`src/rtl/plru_ctrl.sv`:
```
// plru_ctrl: tree pseudo-LRU replacement controller.
//
// Drives an external register array holding one PLRU word per set. After reset
// (and after a flush) it sweeps the array to zero, then accepts one hit/miss
// request per cycle. The accept cycle reads the set's word. The following cycle
// returns the touched way (the victim on a miss) and writes the updated word.
//
// Ports:
//   clk, rst             clock, asynchronous active-high reset
//   flush / flush_done   clear request pulse / sweep-complete pulse
//   req_*                request: valid/ready handshake, set index, hit flag, way
//   rsp_valid, rsp_way   response strobe and touched way
//   arr_rindex           array read index (read data returns on arr_dataout)
//   arr_load, arr_windex, arr_datain   array write port
//   hit_count, miss_count   request statistics
//
// Optional feature: define PLRU_STATS_EN to build saturating hit/miss counters.
// Without it, both statistics outputs are tied to zero.
//
// States:
//   SWEEP | writing zero to set cnt_q, requests blocked
//   RUN   | accepting requests, stage B completes the previous one

module plru_ctrl #(
  parameter int  S_INDEX  = 3,
  parameter int  WAYS     = 4,
  localparam int W        = WAYS - 1,
  localparam int L        = $clog2(WAYS),
  localparam int NUM_SETS = 2 ** S_INDEX
) (
  input  logic               clk,
  input  logic               rst,
  input  logic               flush,
  output logic               flush_done,
  input  logic               req_valid,
  output logic               req_ready,
  input  logic [S_INDEX-1:0] req_index,
  input  logic               req_hit,
  input  logic [L-1:0]       req_way,
  output logic               rsp_valid,
  output logic [L-1:0]       rsp_way,
  output logic [S_INDEX-1:0] arr_rindex,
  input  logic [W-1:0]       arr_dataout,
  output logic               arr_load,
  output logic [S_INDEX-1:0] arr_windex,
  output logic [W-1:0]       arr_datain,
  output logic [31:0]        hit_count,
  output logic [31:0]        miss_count
);

  localparam logic [0:0] ST_SWEEP = 1'b0;
  localparam logic [0:0] ST_RUN   = 1'b1;

  logic [0:0]         state_q, state_d;
  logic [S_INDEX-1:0] cnt_q, cnt_d;
  logic               b_valid_q, b_valid_d;
  logic [S_INDEX-1:0] b_index_q, b_index_d;
  logic               b_hit_q, b_hit_d;
  logic [L-1:0]       b_way_q, b_way_d;
  logic [W-1:0]       b_bits_q, b_bits_d;

  logic               accept;
  logic               load_int;
  logic [L-1:0]       b_sel_way;
  logic [W-1:0]       b_new_bits;

  // Walk from the root; each node bit selects the upper (1) or lower (0) half,
  // so the bit read at each level is the next way-index bit, MSB first.
  function automatic logic [L-1:0] pick_victim(input logic [W-1:0] bits);
    logic [L-1:0] w;
    logic [W-1:0] sh;
    int           node;
    w    = '0;
    node = 0;
    for (int lvl = 0; lvl < L; lvl++) begin
      sh = bits >> node;
      w  = {w[L-2:0], sh[0]};
      node = sh[0] ? 2 * node + 2 : 2 * node + 1;
    end
    return w;
  endfunction

  // Every node on the path of way w is set to point into the other half.
  function automatic logic [W-1:0] touch(input logic [W-1:0] bits,
                                         input logic [L-1:0] w);
    logic [W-1:0] nb;
    logic [L-1:0] ws;
    logic         dir;
    int           node;
    nb   = bits;
    node = 0;
    for (int lvl = 0; lvl < L; lvl++) begin
      ws  = w >> (L - 1 - lvl);
      dir = ws[0];
      if (dir) nb = nb & ~(W'(1) << node);
      else     nb = nb | (W'(1) << node);
      node = dir ? 2 * node + 2 : 2 * node + 1;
    end
    return nb;
  endfunction

  // A request arriving with flush is refused so that no stage B op is left
  // pending when the sweep begins.
  assign req_ready  = (state_q == ST_RUN) & ~flush;
  assign accept     = req_valid & req_ready;
  assign arr_rindex = req_index;

  assign b_sel_way  = b_hit_q ? b_way_q : pick_victim(b_bits_q);
  assign b_new_bits = touch(b_bits_q, b_sel_way);

  assign rsp_valid  = b_valid_q;
  assign rsp_way    = b_valid_q ? b_sel_way : '0;
  assign arr_load   = load_int & ~rst;

  always_comb begin
    state_d    = state_q;
    cnt_d      = cnt_q;
    b_valid_d  = 1'b0;
    b_index_d  = b_index_q;
    b_hit_d    = b_hit_q;
    b_way_d    = b_way_q;
    b_bits_d   = b_bits_q;
    flush_done = 1'b0;
    load_int   = 1'b0;
    arr_windex = b_index_q;
    arr_datain = b_new_bits;
    case (state_q)
      ST_SWEEP: begin
        load_int   = 1'b1;
        arr_windex = cnt_q;
        arr_datain = '0;
        cnt_d      = cnt_q + S_INDEX'(1);
        if (cnt_q == S_INDEX'(NUM_SETS - 1)) begin
          flush_done = 1'b1;
          state_d    = ST_RUN;
        end
      end
      default: begin
        load_int = b_valid_q;
        if (accept) begin
          b_valid_d = 1'b1;
          b_index_d = req_index;
          b_hit_d   = req_hit;
          b_way_d   = req_way;
          b_bits_d  = arr_dataout;
        end
        if (flush) begin
          state_d = ST_SWEEP;
          cnt_d   = '0;
        end
      end
    endcase
  end

  always_ff @(posedge clk or posedge rst) begin
    if (rst) begin
      state_q   <= ST_SWEEP;
      cnt_q     <= '0;
      b_valid_q <= 1'b0;
      b_index_q <= '0;
      b_hit_q   <= 1'b0;
      b_way_q   <= '0;
      b_bits_q  <= '0;
    end else begin
      state_q   <= state_d;
      cnt_q     <= cnt_d;
      b_valid_q <= b_valid_d;
      b_index_q <= b_index_d;
      b_hit_q   <= b_hit_d;
      b_way_q   <= b_way_d;
      b_bits_q  <= b_bits_d;
    end
  end

`ifdef PLRU_STATS_EN
  logic [31:0] hit_cnt_q, hit_cnt_d;
  logic [31:0] miss_cnt_q, miss_cnt_d;

  always_comb begin
    hit_cnt_d  = hit_cnt_q;
    miss_cnt_d = miss_cnt_q;
    if (accept) begin
      if (req_hit && (hit_cnt_q != '1))    hit_cnt_d  = hit_cnt_q + 32'd1;
      if (!req_hit && (miss_cnt_q != '1))  miss_cnt_d = miss_cnt_q + 32'd1;
    end
  end

  always_ff @(posedge clk or posedge rst) begin
    if (rst) begin
      hit_cnt_q  <= '0;
      miss_cnt_q <= '0;
    end else begin
      hit_cnt_q  <= hit_cnt_d;
      miss_cnt_q <= miss_cnt_d;
    end
  end

  assign hit_count  = hit_cnt_q;
  assign miss_count = miss_cnt_q;
`else
  assign hit_count  = '0;
  assign miss_count = '0;
`endif

endmodule

```
`config.mk`:
```
export PLATFORM = sky130hd
export DESIGN_NAME = plru_ctrl
export DESIGN_NICKNAME = d
export VERILOG_FILES = /design/src/rtl/plru_ctrl.sv
export SDC_FILE = /design/constraint.sdc
export NUM_CORES = 1
export LEC_CHECK = 0
export ABC_AREA = 1
export CAP_MARGIN = 5
export CORE_MARGIN = 3
export CORE_UTILIZATION = 35
export CTS_BUF_LIST = sky130_fd_sc_hd__clkbuf_4 sky130_fd_sc_hd__clkbuf_8
export CTS_CLUSTER_DIAMETER = 60
export DETAILED_ROUTE_END_ITERATION = 8
export GPL_TIMING_DRIVEN = 0
export PLACE_DENSITY = 0.85
export SLEW_MARGIN = 40
export SYNTH_ARGS = -nofsm -noshare
export SYNTH_HDL_FRONTEND = slang
export SYNTH_SLANG_ARGS = --single-unit
```
`constraint.sdc`:
```
create_clock -name clk -period 1.2 [get_ports clk]
set_clock_uncertainty 0.05 [all_clocks]
set_input_delay 0.18 -clock clk [delete_from_list [all_inputs] [get_ports clk]]
set_output_delay 0.18 -clock clk [all_outputs]
set_load 0.01 [all_outputs]
```
# [Word-level counts from Yosys, hierarchy flattened]
# Cells that the tools add are included.
[op_classes] n_bitwise=8 n_reduce_logical=1 n_addsub=1 shifts=2 n_eq_ne=2 mux=17
[ops] cell="two-way mux 3 bit" n=5
[ops] cell="two-way mux 1 bit" n=8
[ops] cell="two-way mux 2 bit" n=4
[ops] cell="adder 3 x 1 -> 3 bit (second input constant)" n=1
[ops] cell="AND 1 bit" n=3
[ops] cell="AND 3 bit" n=1
[ops] cell="== test 3 bit (second input constant)" n=1
[ops] cell="inverter 3 bit" n=1
[ops] cell="OR 3 bit" n=1
[ops] cell="left shift 1 x 2 -> 3 bit (first input constant)" n=1
[ops] cell="right shift 3 x 2 -> 1 bit" n=1
[ops] cell="inequality test 2 bit (second input constant)" n=1
[ops] cell="inverter 1 bit" n=2
[ops] cell="AND reduction 2 bit" n=1
[totals] ff_bits=14 in_bits=13 output_inout_bits=79 wordCells=38

# [Logic depth before layout (Yosys ltp)]
# Gate-level depths: netlist of run 1.
[depth] ltp_word=9 ltp_mapped=8

# [Worst setup path before layout of run 1]
# Ideal clock, no wire load.
[synth_timing] kind="reg-to-output" startpoint="register state_q" endpoint="output arr_datain[2]" n_path_buf=1 arrival_ps=926 path_slack_ps=44 stages_incl_launch_ff=6 required_time_ps=970 path_cell_list="dfrtp_1 buf_6 inv_4 nor2_1 nand2_1 nand2_1"
[synth_via] elab_chain_cells=1
[synth_lines] item="start, declared" line="54" source="logic [0:0] state_q, state_d;"
[synth_lines] item="start signal, assigned" line="165" source="state_q <= state_d;"
[synth_lines] item="two-way mux 3 bit" line="127" source="case (state_q)"
[synth_lines] item="end, declared" line="46" source="output logic [W-1:0] arr_datain,"
# Every way passes these cells.

# [Worst setup path in the final report of run 1]
[layout_timing] startpoint="register b_hit_q" endpoint="output arr_datain[2]"
[layout_via] elab_chain_cells=7 word_cells_on_any_way=8 cone_classes="1 x shift; 4 x mux; 3 x bitwise"
[layout_lines] item="start, declared" line="58" source="logic b_hit_q, b_hit_d;"
[layout_lines] item="start signal, assigned" line="169" source="b_hit_q <= b_hit_d;"
[layout_lines] item="two-way mux 2 bit *" line="108" source="assign b_sel_way = b_hit_q ? b_way_q : pick_victim(b_bits_q);"
[layout_lines] item="two-way mux 2 bit" line="97" source="node = dir ? 2 * node + 2 : 2 * node + 1;"
[layout_lines] item="left shift 1 x 2 -> 3 bit" line="95, 96"
[layout_lines] item="inverter 3 bit" line="95" source="if (dir) nb = nb & ~(W'(1) << node);"
[layout_lines] item="AND 3 bit" line="95"
[layout_lines] item="two-way mux 3 bit *" line="95"
[layout_lines] item="two-way mux 3 bit *" line="127"
# Mark *: on every way between the ends. The rest lies on a longest branch, timed or not.

==> results of run 1 <==
## flip-flops by register name, indices dropped and copies added (netlist names)
name	flops
b_bits_q	3
b_index_q	3
cnt_q	3
b_hit_q	1
rsp_valid	1
state_q	1
b_way_q	2
## metrics by stage
step           hold WS (ns)  cells  utilization
6_report              0.194    308        0.580
5_1_grt               0.224    308        0.580
4_1_cts               0.196    303        0.553
3_5_place_dp          0.416    295        0.533
3_3_place_gp          0.415    295        0.533
2_1_floorplan        0.0192    222            -
## how the worst max path moves through the flow
stage,start,endpoint,cells after the start
CTS,b_hit_q,arr_datain[2],6
detailed placement,b_hit_q,arr_datain[1],6
finish,b_hit_q,arr_datain[2],6
global route,b_hit_q,arr_datain[1],6
global placement,b_hit_q,arr_datain[1],6
floorplan,state_q,arr_datain[2],5
## power groups by stage
stage               sequential, W  clock, W  combinational, W
finish                   0.000858  0.000344           0.00194
global route             0.000875  0.000368           0.00216
CTS                      0.000846  0.000352           0.00165
detailed placement       0.000839         0           0.00148
global placement         0.000823         0           0.00145
floorplan                0.000800         0          0.000992
## metal layers
layer	routed length, um	global-route usage	part of all wire	up-vias
met2	1250	0.201	0.50	53
met1	948	0.122	0.38	415
met3	286	0.0205	0.11	2
met5	0	0	0	-
met4	31	0.0389	0.012	0
li1	-	-	-	558
## worst register-to-register path: cells and delay by family, from the launching register on
kind | cells | cell delay [ns]
flops | 1 | 0.37
simple gates | 4 | 0.32
buf+inv | 3 | 0.31
## cells in the mapped netlist
library cell               n  share of area
sky130_fd_sc_hd__buf_8     1          0.012
sky130_fd_sc_hd__inv_1    10          0.030
sky130_fd_sc_hd__buf_4    67           0.40
sky130_fd_sc_hd__o21ai_1   4          0.016
sky130_fd_sc_hd__nand2_1  35           0.11
sky130_fd_sc_hd__nand2_4   1         0.0091
sky130_fd_sc_hd__nand2_2   5          0.025
sky130_fd_sc_hd__nor2_1    5          0.015
sky130_fd_sc_hd__or2_2     1         0.0050
sky130_fd_sc_hd__buf_6     1         0.0091
sky130_fd_sc_hd__ha_1      2          0.020
sky130_fd_sc_hd__conb_1    1         0.0030
sky130_fd_sc_hd__inv_4     2          0.010
sky130_fd_sc_hd__a21oi_1   1         0.0040
sky130_fd_sc_hd__dfrtp_1  14           0.28
sky130_fd_sc_hd__nand3_1   1         0.0040
sky130_fd_sc_hd__nor2_8    1          0.016
sky130_fd_sc_hd__o21ai_0   7          0.028
## cell families (layout without fill, tap and decap cells)
logic type | Yosys count | count (layout)
buffers and inverters | 81 | 121
AOI/OAI and AO/OA | 12 | 12
other | 1 | 64
and+or+nand+nor | 49 | 49
DFF | 14 | 14
adders and majority gates | 2 | 2
## what timing repair did
| action | 4_1_cts | 5_1_grt |
|---|---|---|
| buffers inserted | 4 | 5 |
| resized for setup | 83 | 12 |
| setup endpoints to repair | 22 | 20 |
| pin swaps | 13 | 6 |
| gates cloned | 1 | 0 |
## layout make-up
cell class                      count  area [um2]  share of cell area
Inverter                           12        60.1              0.0306
Sequential cell                    14         350               0.178
Clock buffer                        4        36.3              0.0185
Multi-Input combinational cell    127         621               0.316
Tap cell                           46        57.6              0.0293
Buffer                             68         514               0.262
Timing Repair Buffer               37         327               0.166
==> run summary, run 1 <==
* **post-cts hold buffer count** 0
* **highest-count cells in the layout ignoring fill and taps** 73 x sky130_fd_sc_hd__buf_4, 64 x sky130_fd_sc_hd__conb_1, 28 x sky130_fd_sc_hd__nand2_1, 14 x sky130_fd_sc_hd__dfrtp_1, 10 x sky130_fd_sc_hd__nand2_2
* **Max clock buf depth** 2
* **via/cell ratio** 3.34
* **count of synthesis-stage warnings from yosys** 0
* **unrepaired setup endpoints after global routing** true
* **sequential fraction of the synthesis area** 0.282
* **Critical path buffers and inverters** 2
* **timing-limited maximum frequency** 666 MHz
* **adder and majority gate portion of the synthesized area** 0.0201
* **via count of the first global-routing pass** 844
* **worst-case register-to-register setup slack** 0.04 ns
* **Worst Setup Path Type** flip-flop to primary output
* **violation count after the first detailed-route iteration** 23
* **first-pass GRT wire length** 3640 um
* **via count** 1028
* **leftover overflow at the end of global routing** 0
* **run status** finished with violations
* **standard cell area after detailed placement** 0.00181 mm2
* **cell at the slowest stage of the critical path** sky130_fd_sc_hd__dfrtp_1
* **Hold Crit Start** req_index[2]
* **combinational family with the most area after synthesis** buffers and inverters
* **remaining number of nets flagged by the antenna check after routing** 0
* **hold endpoint** b_index_q[2]
* **Final Instance Area** 0.00197 mm2
* **net switching power** 0.00130 W
* **cell count after synthesis** 159
* **number of distinct library cells after synthesis** 18
* **final hold violation count** 0
* **detailed placement HPWL** 1990 um
* **area added between synthesis and finish** 58.2%
* **Max-Cap Viols** 0
* **cell area after synthesis** 0.00124 mm2
* **list of cells traversed by the critical path** inv_2, or2_4, nand2_4, nand2_1, nand2_1, buf_2
* **R2R cell count** 7
* **Rows** 21
* **cell seen most often among critical-path stages** sky130_fd_sc_hd__nand2_1
* **Switching Fraction** 0.416
* **reported leakage power** 1.19 nW
* **hold crit path type** primary input to flip-flop
* **sinks on the clock net** 14
* **clock latency at the later pin of the worst-skew pair** 0.28 ns
* **Power, Total** 0.00314 W
* **DRC violation count after routing** 0
* **post-synthesis mux area share** 0
* **start of the worst register-to-register path** state_q
* **number of levels in the clock H-tree** 1
* **final setup violating endpoints** 11
* **Ports** 92
* **DP Worst Slack** -0.496 ns
* **simple-gate share of the synthesized area** 0.180
* **post-route minimum period** 1.50 ns
* **antenna violations before repair** 0
* **area fraction in compound gates after synthesis** 0.0483
* **Int Pwr** 0.00183 W
* **cell count of the worst hold path** 3
* **largest net degree at the start of global routing** 15
* **fraction of final layout cells with drive strength greater than 1** 0.477
* **Comb pwr share** 0.617
* **number of filler instances in the final layout** 317
* **Worst setup EP type** primary output
* **worst slew pin tran** 0.546 ns
* **Setup crit start kind** flip-flop
* **Final GP Congestion** 0.732
* **Slew HR** 0.635
* **clock power share** 0.110
* **CTS tree** done
* **clock root buffer** sky130_fd_sc_hd__clkbuf_4
* **CTS clock-pin slew for the worst setup and hold paths** 0.09 ns
* **Port Buffer Count** 27
* **xor/xnor cell area share of the yosys netlist** 0
* **Largest stage delay, worst path** 0.38 ns
* **count of antenna diodes in the layout** 0
* **Initial Util** 0.367
* **total die area** 0.00430 mm2
* **largest vdd supply drop** 872 uV
* **Max Transition Viols Final** 0
* **crit-path max FO** 5
* **total power density per cell area** 1600 mW/mm2
* **proportion of power drawn by flip-flops and latches** 0.273
* **required time of the worst setup path** 0.97 ns
* **violated checks** negative setup slack
* **flip-flop and latch count after synthesis** 14
* **average wire length per cell after detail routing** 8.16 um
* **crit path setup slack, layout** -0.301 ns
* **destination of the worst register-to-register timing path** b_bits_q[2]
* **share of the clock period used by the worst path after layout** 1.25
* **Die H** 65.6 um
* **kind of cell with the highest combined delay on the critical path** simple AND/OR/NAND/NOR gates
* **Nets** 278
* **iteration count of the initial detailed-routing pass** 3
* **mean cell area of the mapped netlist** 7.81 um2
* **die extent in x** 65.6 um
* **number of CTS-inserted buffers** 3
* **Post-Route Setup TNS** -2.42 ns
* **total global routing track utilization** 0.108
* **most frequent standard cell in the layout excluding fill and tap cells** sky130_fd_sc_hd__buf_4
* **arrival time of data at the critical path endpoint** 1.27 ns
* **placeable core region** 0.00339 mm2
* **Final Routed Wirelength** 2510 um
Note: power is estimated with default switching activity, not from simulation.
==> inputs of run 2 (changes only) <==
--- a/config.mk
+++ b/config.mk
@@ -8,12 +8,13 @@
 export ABC_AREA = 1
 export CAP_MARGIN = 5
 export CORE_MARGIN = 3
-export CORE_UTILIZATION = 35
+export CORE_UTILIZATION = 55
 export CTS_BUF_LIST = sky130_fd_sc_hd__clkbuf_4 sky130_fd_sc_hd__clkbuf_8
-export CTS_CLUSTER_DIAMETER = 60
+export CTS_CLUSTER_DIAMETER = 50
 export DETAILED_ROUTE_END_ITERATION = 8
+export DONT_BUFFER_PORTS = 1
 export GPL_TIMING_DRIVEN = 0
-export PLACE_DENSITY = 0.85
+export PLACE_DENSITY = 0.73
 export SLEW_MARGIN = 40
 export SYNTH_ARGS = -nofsm -noshare
 export SYNTH_HDL_FRONTEND = slang
==> run 2 against run 1 <==
Against the previous run: the flow now stops in global routing; area after synthesis did not move; synthesized cell count did not move.
==> run summary, run 2 <==
* **run status** stopped before the end
* **Stop stage** global routing
* **First Err** [ERROR DPL-0033] detailed placement checks failed during check placement.
* **number of distinct library cells after synthesis** 18, unchanged
* **xor/xnor cell area share of the yosys netlist** 0, unchanged
* **Top FF cell, synth** sky130_fd_sc_hd__dfrtp_1
* **Port Buffer Count** 0, -100%
* **most frequently used cell type in the post-synthesis netlist** sky130_fd_sc_hd__buf_4
* **largest area contributor in the synthesized netlist** sky130_fd_sc_hd__buf_4
* **Die H** 53.5 um, -18%
* **sinks on the clock net** 14, unchanged
* **Initial Util** 0.608, +0.242
* **die extent in x** 53.5 um, -18%
* **mean cell area of the mapped netlist** 7.81 um2, unchanged
* **ranking of synthesized cells by area** sky130_fd_sc_hd__buf_4 40%, sky130_fd_sc_hd__dfrtp_1 28%, sky130_fd_sc_hd__nand2_1 11%
* **cell count after synthesis** 159, unchanged
* **detailed placement HPWL** 2050 um, +3.1%
* **standard cell area after detailed placement** 0.00151 mm2, -16%
* **Ports** 92, unchanged
* **simple-gate share of the synthesized area** 0.180, unchanged
* **Final GP Congestion** 0.761, +3.9%
* **number of flops mapped to enable cells by yosys** 0, unchanged
* **leading post-synthesis cells by instance count** 67 x sky130_fd_sc_hd__buf_4, 35 x sky130_fd_sc_hd__nand2_1, 14 x sky130_fd_sc_hd__dfrtp_1
* **Rows** 16, -24%
* **Max clock buf depth** 2, unchanged
* **flip-flop and latch count after synthesis** 14, unchanged
* **area fraction in compound gates after synthesis** 0.0483, unchanged
* **sequential fraction of the synthesis area** 0.282, unchanged
* **pin category terminating the worst setup path after the last repair** top-level output
* **number of levels in the clock H-tree** 1, unchanged
* **cell area after synthesis** 0.00124 mm2, unchanged
* **clock root buffer** sky130_fd_sc_hd__clkbuf_4
* **adder and majority gate portion of the synthesized area** 0.0201, unchanged
* **fraction of synthesis flops using an asynchronous set or reset pin** 1.00, unchanged
* **placed cell count** 249, -16%
* **post-synthesis mux area share** 0, unchanged
* **number of CTS-inserted buffers** 3, unchanged
* **worst-slack endpoint at the end of global-route timing repair** arr_datain[1]
* **combinational family with the most area after synthesis** buffers and inverters
* **DP Worst Slack** -0.0958 ns, +0.400 ns
* **largest net degree at the start of global routing** 15
* **count of synthesis-stage warnings from yosys** 0, unchanged
* **antenna violations before repair** 0
* **area share of the largest cell type after synthesis** 0.405, unchanged
[run 2: per-stage QoR]
stage | util | hold slack, ns | setup TNS, ns
global placement | 0.741 | 0.0720 | -0.161
CTS | 0.913 | 0.0156 | -2.66
detailed placement | 0.741 | 0.0744 | -0.231
floorplan | - | 0.0192 | 0
[run 2: cells by family after synthesis]
logic type | Yosys count
buf+inv | 81
simple gates | 49
flops | 14
compound gates | 12
fa+ha+maj | 2
other cells | 1
[run 2: repair_timing]
action / 4_1_cts
setup buffers: 13
cloned: 1
hold buffers: 10
pin swaps: 7
endpoints found under the setup margin: 21
endpoints found under the hold margin: 23
gates resized for setup: 33
==> inputs of run 3 (changes only) <==
==> config.mk (replaced) <==
export PLATFORM = sky130hd
export DESIGN_NAME = plru_ctrl
export DESIGN_NICKNAME = d
export VERILOG_FILES = /design/src/rtl/plru_ctrl.sv
export SDC_FILE = /design/constraint.sdc
export NUM_CORES = 1
export LEC_CHECK = 0
export ABC_AREA = 1
export CAP_MARGIN = 5
export CORE_AREA = 3 3 64 66
export DETAILED_ROUTE_END_ITERATION = 8
export DIE_AREA = 0 0 67 69
export DONT_BUFFER_PORTS = 1
export GPL_TIMING_DRIVEN = 0
export PLACE_DENSITY_LB_ADDON = 0.15
export SLEW_MARGIN = 40
export SYNTH_ARGS = -nofsm -noshare
export SYNTH_HDL_FRONTEND = slang
export SYNTH_SLANG_ARGS = --single-unit
==> run 3 against run 2 <==
Against the previous run: the flow now finishes, with violations (negative setup slack).
==> run summary, run 3 (same netlist as run 1, synthesis figures left out) <==
* **run status** finished with violations
* **violated checks** negative setup slack
* **via count of the first global-routing pass** 790
* **violation count after the first detailed-route iteration** 4
* **area occupied by multi-input gates** 662 um2
* **CTS tree** done
* **leftover overflow at the end of global routing** 0
* **placeable core region** 0.00363 mm2
* **first-pass GRT wire length** 3440 um
* **register area** 350 um2
* **antenna violations before repair** 0
* **reported leakage power** 1.10 nW
* **largest vdd supply drop** 1020 uV
* **net switching power** 0.00130 W
* **total die area** 0.00462 mm2
* **share of the clock period used by the worst path after layout** 1.15
* **sinks on the clock net** 14, unchanged
* **Max Transition Viols Final** 0
* **Comb pwr share** 0.578
* **die extent in x** 67 um, +25%
* **arrival time of data at the critical path endpoint** 1.14 ns
* **crit path setup slack, layout** -0.174 ns
* **clock latency at the later pin of the worst-skew pair** 0.25 ns
* **Max-Cap Viols** 0
* **required time of the worst setup path** 0.97 ns
* **Power, Total** 0.00310 W
* **total global routing track utilization** 0.0959
* **Final GP Congestion** 0.760, -0.14%
* **list of cells traversed by the critical path** inv_2, or2_4, nand2_4, nand2_1, nand2_2
* **iteration count of the initial detailed-routing pass** 3
* **Initial Util** 0.342, -0.267
* **clock root buffer** sky130_fd_sc_hd__clkbuf_8
* **Rows** 22, +6
* **final hold violation count** 0
* **via/cell ratio** 3.39
* **highest-count cells in the layout ignoring fill and taps** 74 x sky130_fd_sc_hd__buf_4, 64 x sky130_fd_sc_hd__conb_1, 27 x sky130_fd_sc_hd__nand2_1, 14 x sky130_fd_sc_hd__dfrtp_1, 12 x sky130_fd_sc_hd__nand2_2
* **area added between synthesis and finish** 51.1%
* **timing-limited maximum frequency** 728 MHz
* **number of filler instances in the final layout** 363
* **Die H** 69 um, +29%
* **via count** 983
* **Largest stage delay, worst path** 0.37 ns
* **Slew HR** 0.644
* **clock power share** 0.150
* **Final Routed Wirelength** 2410 um
* **proportion of power drawn by flip-flops and latches** 0.272
* **average wire length per cell after detail routing** 8.31 um
* **number of CTS-inserted buffers** 3, unchanged
* **worst hold slack** 0.0114 ns
* **Nets** 258
* **Switching Fraction** 0.419
* **largest net degree at the start of global routing** 15
* **Max clock buf depth** 2, unchanged
* **Ports** 92, unchanged
* **count of antenna diodes in the layout** 0
* **cell at the slowest stage of the critical path** sky130_fd_sc_hd__dfrtp_1
* **Worst Setup Path Type** flip-flop to primary output
* **total power density per cell area** 1650 mW/mm2
* **worst slew pin tran** 0.533 ns
* **leading registers by flop count** b_bits_q: 3 flops, b_index_q: 3 flops, cnt_q: 3 flops
* **unrepaired setup endpoints after global routing** true
* **DRC violation count after routing** 0
* **fraction of final layout cells with drive strength greater than 1** 0.479
* **crit-path max FO** 5
* **Int Pwr** 0.00180 W
* **DP Worst Slack** -0.0681 ns, +0.0277 ns
* **CTS clock-pin slew for the worst setup and hold paths** 0.06 ns
* **most frequent standard cell in the layout excluding fill and tap cells** sky130_fd_sc_hd__buf_4
* **post-route minimum period** 1.37 ns
* **Setup crit start kind** flip-flop
* **detailed placement HPWL** 1880 um, -8.3%
* **final setup violating endpoints** 9
* **hold crit path type** primary input to flip-flop
* **Worst setup EP type** primary output
* **remaining number of nets flagged by the antenna check after routing** 0
* **number of levels in the clock H-tree** 1, unchanged
* **Port Buffer Count** 0, unchanged
run 3: critical path, delay by kind of cell (launching register included):
kind | cells | cell delay [ns]
flops | 1 | 0.37
simple gates | 4 | 0.46
buf+inv | 1 | 0.07
run 3: layout make-up:
class / count / share of cell area
repair buffers: 16 / 0.0853
well taps: 48 / 0.0320
flip-flops and latches: 14 / 0.187
clock buffers: 4 / 0.0293
multi-input cells: 127 / 0.353
inverters: 12 / 0.0320
plain buffers: 69 / 0.282
run 3: final timing paths:
check	startpoint	to	slack (ns)	cells after the start
worst max-delay path	b_hit_q	arr_datain[1]	-0.17	5
worst min-delay path	req_index[0]	b_index_q[0]	0.01	2
worst max register to register	state_q	b_hit_q	0.01	7
worst min register to register	b_way_q[0]	b_way_q[0]	0.45	2
max in group asynchronous	rst	b_index_q[0]	0.37	2
min in group asynchronous	rst	rsp_valid	0.37	2
run 3: metrics by stage:
stage,util,setup TNS [ns],instance area [um2],instances
2_1_floorplan,-,0,1480,222
3_3_place_gp,0.424,-0.371,1540,270
3_5_place_dp,0.424,-0.479,1540,270
4_1_cts,0.480,-0.864,1740,285
5_1_grt,0.517,-1.73,1880,290
6_report,0.517,-0.864,1880,290
run 3: power groups by stage:
stage | Sequential (W) | Clock [W] | Combinational [W]
after floorplan | 0.000800 | 0 | 0.000992
after global routing | 0.000881 | 0.000493 | 0.00197
after global placement | 0.000829 | 0 | 0.00114
after detailed placement | 0.000831 | 0 | 0.00116
after CTS | 0.000828 | 0.000470 | 0.00146
final | 0.000844 | 0.000465 | 0.00179
run 3: layer usage:
layer  share of wire  vias to the layer above  track usage  wire, um
met5               0                        -            0         0
met4           0.017                        0       0.0473        40
met3            0.10                        5       0.0212       240
met2            0.52                       47        0.167      1250
met1            0.36                      413        0.106       877
li1                -                      518            -         -
run 3: repair_timing:
item                                   in CTS  in global routing
cloned                                      0                  1
hold buffers                                6                  0
setup buffers                               5                  4
setup endpoints to repair                  19                 20
pin swaps                                   4                  6
endpoints found under the hold margin      19                  0
gates resized for setup                    22                 21
==> inputs of run 4 (changes only) <==
--- a/config.mk
+++ b/config.mk
@@ -5,7 +5,7 @@
 export SDC_FILE = /design/constraint.sdc
 export NUM_CORES = 1
 export LEC_CHECK = 0
-export ABC_AREA = 1
+export ABC_AREA = 0
 export CAP_MARGIN = 5
 export CORE_AREA = 3 3 64 66
 export DETAILED_ROUTE_END_ITERATION = 8
==> run 4 against run 3 <==
Against the previous run: the flow still finishes with violations (negative setup slack); critical path depth is 3 lower; wire length grew 6.2%; final cell count decreased by 11%; die area did not move; core utilization is 0.17 points lower; count of clock-buffer cells in the layout down 1; fmax shrank 2.1%; critical endpoint unchanged; largest cell class is now multi-input gates.
==> run summary, run 4 <==
* **Port Buffer Count** 0, unchanged
* **crit-path max FO** 4, -1
* **largest net degree at the start of global routing** 15, unchanged
* **remaining number of nets flagged by the antenna check after routing** 0, unchanged
* **area fraction in compound gates after synthesis** 0.0462, -0.00215
* **fraction of final layout cells with drive strength greater than 1** 0.552, +0.0730
* **worst-case register-to-register setup slack** -0.17 ns, -0.18 ns
* **combinational family with the most area after synthesis** buffers and inverters
* **post-layout utilization of the core** 0.515, -0.00172
* **Rows** 22, unchanged
* **cell count after synthesis** 129, -19%
* **met3 layer wire length in the routed design** 257 um, +7.1%
* **via count** 874, -11%
* **total die area** 0.00462 mm2, unchanged
* **number of CTS-inserted buffers** 3, unchanged
* **final hold violation count** 0, unchanged
* **clock latency at the later pin of the worst-skew pair** 0.24 ns, about the same
* **Worst Setup Path Type** flip-flop to primary output
* **Ports** 92, unchanged
* **number of levels in the clock H-tree** 1, unchanged
* **iteration count of the initial detailed-routing pass** 4, +1
* **Setup crit start kind** flip-flop
* **violation count after the first detailed-route iteration** 21, +17
* **largest area contributor in the synthesized netlist** sky130_fd_sc_hd__buf_4
* **CTS tree** done
* **arrival time of data at the critical path endpoint** 1.17 ns, +0.03 ns
* **total global routing track utilization** 0.105, +0.00923
* **highest-count cells in the layout ignoring fill and taps** 74 x sky130_fd_sc_hd__buf_4, 64 x sky130_fd_sc_hd__conb_1, 12 x sky130_fd_sc_hd__mux2_4, 11 x sky130_fd_sc_hd__dfrtp_1, 5 x sky130_fd_sc_hd__inv_1
* **R2R cell count** 4, -3
* **fraction of synthesis flops using an asynchronous set or reset pin** 1.00, unchanged
* **flip-flop and latch count after synthesis** 14, unchanged
* **run status** finished with violations
* **ranking of synthesized cells by area** sky130_fd_sc_hd__buf_4 40%, sky130_fd_sc_hd__dfrtp_1 28%, sky130_fd_sc_hd__mux2_4 11%
* **crit path to** arr_datain[1]
* **die extent in x** 67 um, unchanged
* **post-route minimum period** 1.40 ns, +0.0288 ns
* **detailed-route wire length on metal 1** 851 um, -3.0%
* **share of the clock period used by the worst path after layout** 1.17, +0.0240
* **kind of cell with the highest combined delay on the critical path** flip-flops
* **DR top layer** met4
* **first-pass GRT wire length** 3820 um, +11%
* **sequential fraction of the synthesis area** 0.281, -0.000849
* **via count of the first global-routing pass** 819, +3.7%
* **reported leakage power** 1.08 nW, -2.2%
* **via/cell ratio** 3.39, about the same
* **violated checks** negative setup slack
* **start of the worst register-to-register path** state_q
* **Final GP Congestion** 0.685, -9.8%
* **leading registers by flop count** b_bits_q: 3 flops, b_index_q: 3 flops, cnt_q: 3 flops
* **largest vdd supply drop** 1330 uV, +30%
* **count of antenna diodes in the layout** 0, unchanged
* **placeable core region** 0.00363 mm2, unchanged
* **hold crit path type** primary input to flip-flop
* **Final Routed Wirelength** 2560 um, +6.2%
* **CTS clock-pin slew for the worst setup and hold paths** 0.05 ns, about the same
* **clock root buffer** sky130_fd_sc_hd__clkbuf_8
* **average wire length per cell after detail routing** 9.93 um, +19%
* **Die H** 69 um, unchanged
* **most frequent standard cell in the layout excluding fill and tap cells** sky130_fd_sc_hd__buf_4
* **area added between synthesis and finish** 50.1%
* **mean cell area of the mapped netlist** 9.66 um2, +24%
* **Max clock buf depth** 2, unchanged
* **list of cells traversed by the critical path** nor2b_1, o32ai_4
* **DRC violation count after routing** 0, unchanged
* **cell at the slowest stage of the critical path** sky130_fd_sc_hd__dfrtp_2
* **timing-limited maximum frequency** 713 MHz, -2.1%
* **simple-gate share of the synthesized area** 0.0653, -0.115
* **Top FF cell, synth** sky130_fd_sc_hd__dfrtp_1
* **sinks on the clock net** 14, unchanged
* **xor/xnor cell area share of the yosys netlist** 0.00703, +0.00703
* **final setup violating endpoints** 22, +13
* **first element of the critical path** b_bits_q[0]
* **Max Transition Viols Final** 0, unchanged
* **standard cell area after detailed placement** 0.00157 mm2, +1.8%
* **cell area after synthesis** 0.00125 mm2, +0.30%
* **WP depth** 2, -3
* **leftover overflow at the end of global routing** 0, unchanged
* **Max-Cap Viols** 0, unchanged
* **antenna violations before repair** 0, unchanged
* **Nets** 227, -12%
* **adder and majority gate portion of the synthesized area** 0.0201, -0.0000607
* **Slew HR** 0.644, about the same
* **routed wire length on met2** 1440 um, +15%
* **most frequently used cell type in the post-synthesis netlist** sky130_fd_sc_hd__buf_4
* **total power density per cell area** 1840 mW/mm2, +11%
* **crit path setup slack, layout** -0.203 ns, -0.0288 ns
* **Final Instance Area** 0.00187 mm2, -0.33%
* **Worst setup EP type** primary output
* **detailed placement HPWL** 1980 um, +5.3%
* **Largest stage delay, worst path** 0.44 ns, +0.07 ns
* **area share of the largest cell type after synthesis** 0.404, -0.00122
* **unrepaired setup endpoints after global routing** true
* **post-synthesis mux area share** 0.152, +0.152
* **number of flops mapped to enable cells by yosys** 0, unchanged
* **Initial Util** 0.343, +0.00103
* **DP Worst Slack** -0.170 ns, -0.102 ns
* **number of distinct library cells after synthesis** 23, +5
* **count of synthesis-stage warnings from yosys** 0, unchanged
* **destination of the worst register-to-register timing path** b_index_q[1]
* **worst slew pin tran** 0.533 ns, +0.0000291 ns
* **Critical path buffers and inverters** 0, -1
* **required time of the worst setup path** 0.97 ns, about the same
* **leading post-synthesis cells by instance count** 67 x sky130_fd_sc_hd__buf_4, 14 x sky130_fd_sc_hd__dfrtp_1, 9 x sky130_fd_sc_hd__mux2_4
-- run 4: cell count changes after synthesis, sizes merged, moves of 4 or more --
cell and delta:
nand2 -36, mux2 +12, o21ai -10, inv -6
nor2 -4
-- run 4: how the worst min path moves through the flow --
stage,to,slack (ns),startpoint,depth (start not counted)
6_report,b_index_q[0],0.04,req_index[0],1
5_1_grt,b_index_q[2],0.03,req_index[2],1
4_1_cts,b_index_q[0],0.03,req_index[0],1
3_5_place_dp,b_bits_q[2],0.09,rst,1
3_3_place_gp,b_bits_q[2],0.08,rst,1
2_1_floorplan,b_bits_q[0],0.02,rst,1
-- run 4: power breakdown --
| part | total [W] | switching, W | leakage, nW | internal, W |
|---|---|---|---|---|
| clock | 0.000368 | 0.000147 | 0.0216 | 0.000221 |
| sequential | 0.000956 | 0.000244 | 0.169 | 0.000711 |
| combinational | 0.00212 | 0.000867 | 0.887 | 0.00125 |
| total | 0.00344 | 0.00126 | 1.08 | 0.00218 |
-- run 4: cell families after synthesis --
family,Yosys count
adder cells (fa/ha/maj),2
AO/OA/AOI/OAI,9
flip-flops,14
XOR/XNOR,1
multiplexers,14
buffers and inverters,74
AND/OR/NAND/NOR,14
other,1
-- run 4: timing repair --
item                       4_1_cts  5_1_grt
gates resized for setup         25        5
hold buffers                     2        0
setup endpoints to repair       20       22
buffers inserted                 9        3
pin swaps                        7        6
gates cloned                     1        0
hold endpoints to repair        16        0
-- run 4: cell type report --
type | instances | area, um2
multi-input cells | 105 | 737
fillers | 356 | 1760
plain buffers | 68 | 518
repair buffers | 14 | 138
flip-flops and latches | 14 | 354
well taps | 48 | 60.1
clock buffers | 3 | 41.3
inverters | 6 | 22.5
-- run 4: worst reg2reg max path: cells and delay by family (launching register included) --
| kind | cells | cell delay (ns) |
|---|---|---|
| buf+inv | 1 | 0.13 |
| flops | 1 | 0.43 |
| mux | 1 | 0.30 |
| simple gates | 2 | 0.34 |
-- run 4: per-stage QoR --
| stage | power, W | hold slack, ns | setup TNS (ns) | instances |
|---|---|---|---|---|
| after global routing | 0.00368 | 0.0260 | -3.92 | 258 |
| after global placement | 0.00218 | 0.0779 | -1.49 | 240 |
| after detailed placement | 0.00224 | 0.0918 | -1.79 | 240 |
| after floorplan | 0.00203 | 0.0192 | -0.225 | 192 |
| final | 0.00344 | 0.0377 | -3.18 | 258 |
| after CTS | 0.00322 | 0.0330 | -2.99 | 255 |
-- run 4: layer usage --
metal | vias up | global-route usage
li1 | 447 | -
met1 | 380 | 0.107
met2 | 45 | 0.204
met3 | 2 | 0.0195
met4 | 0 | 0.0338
met5 | - | 0
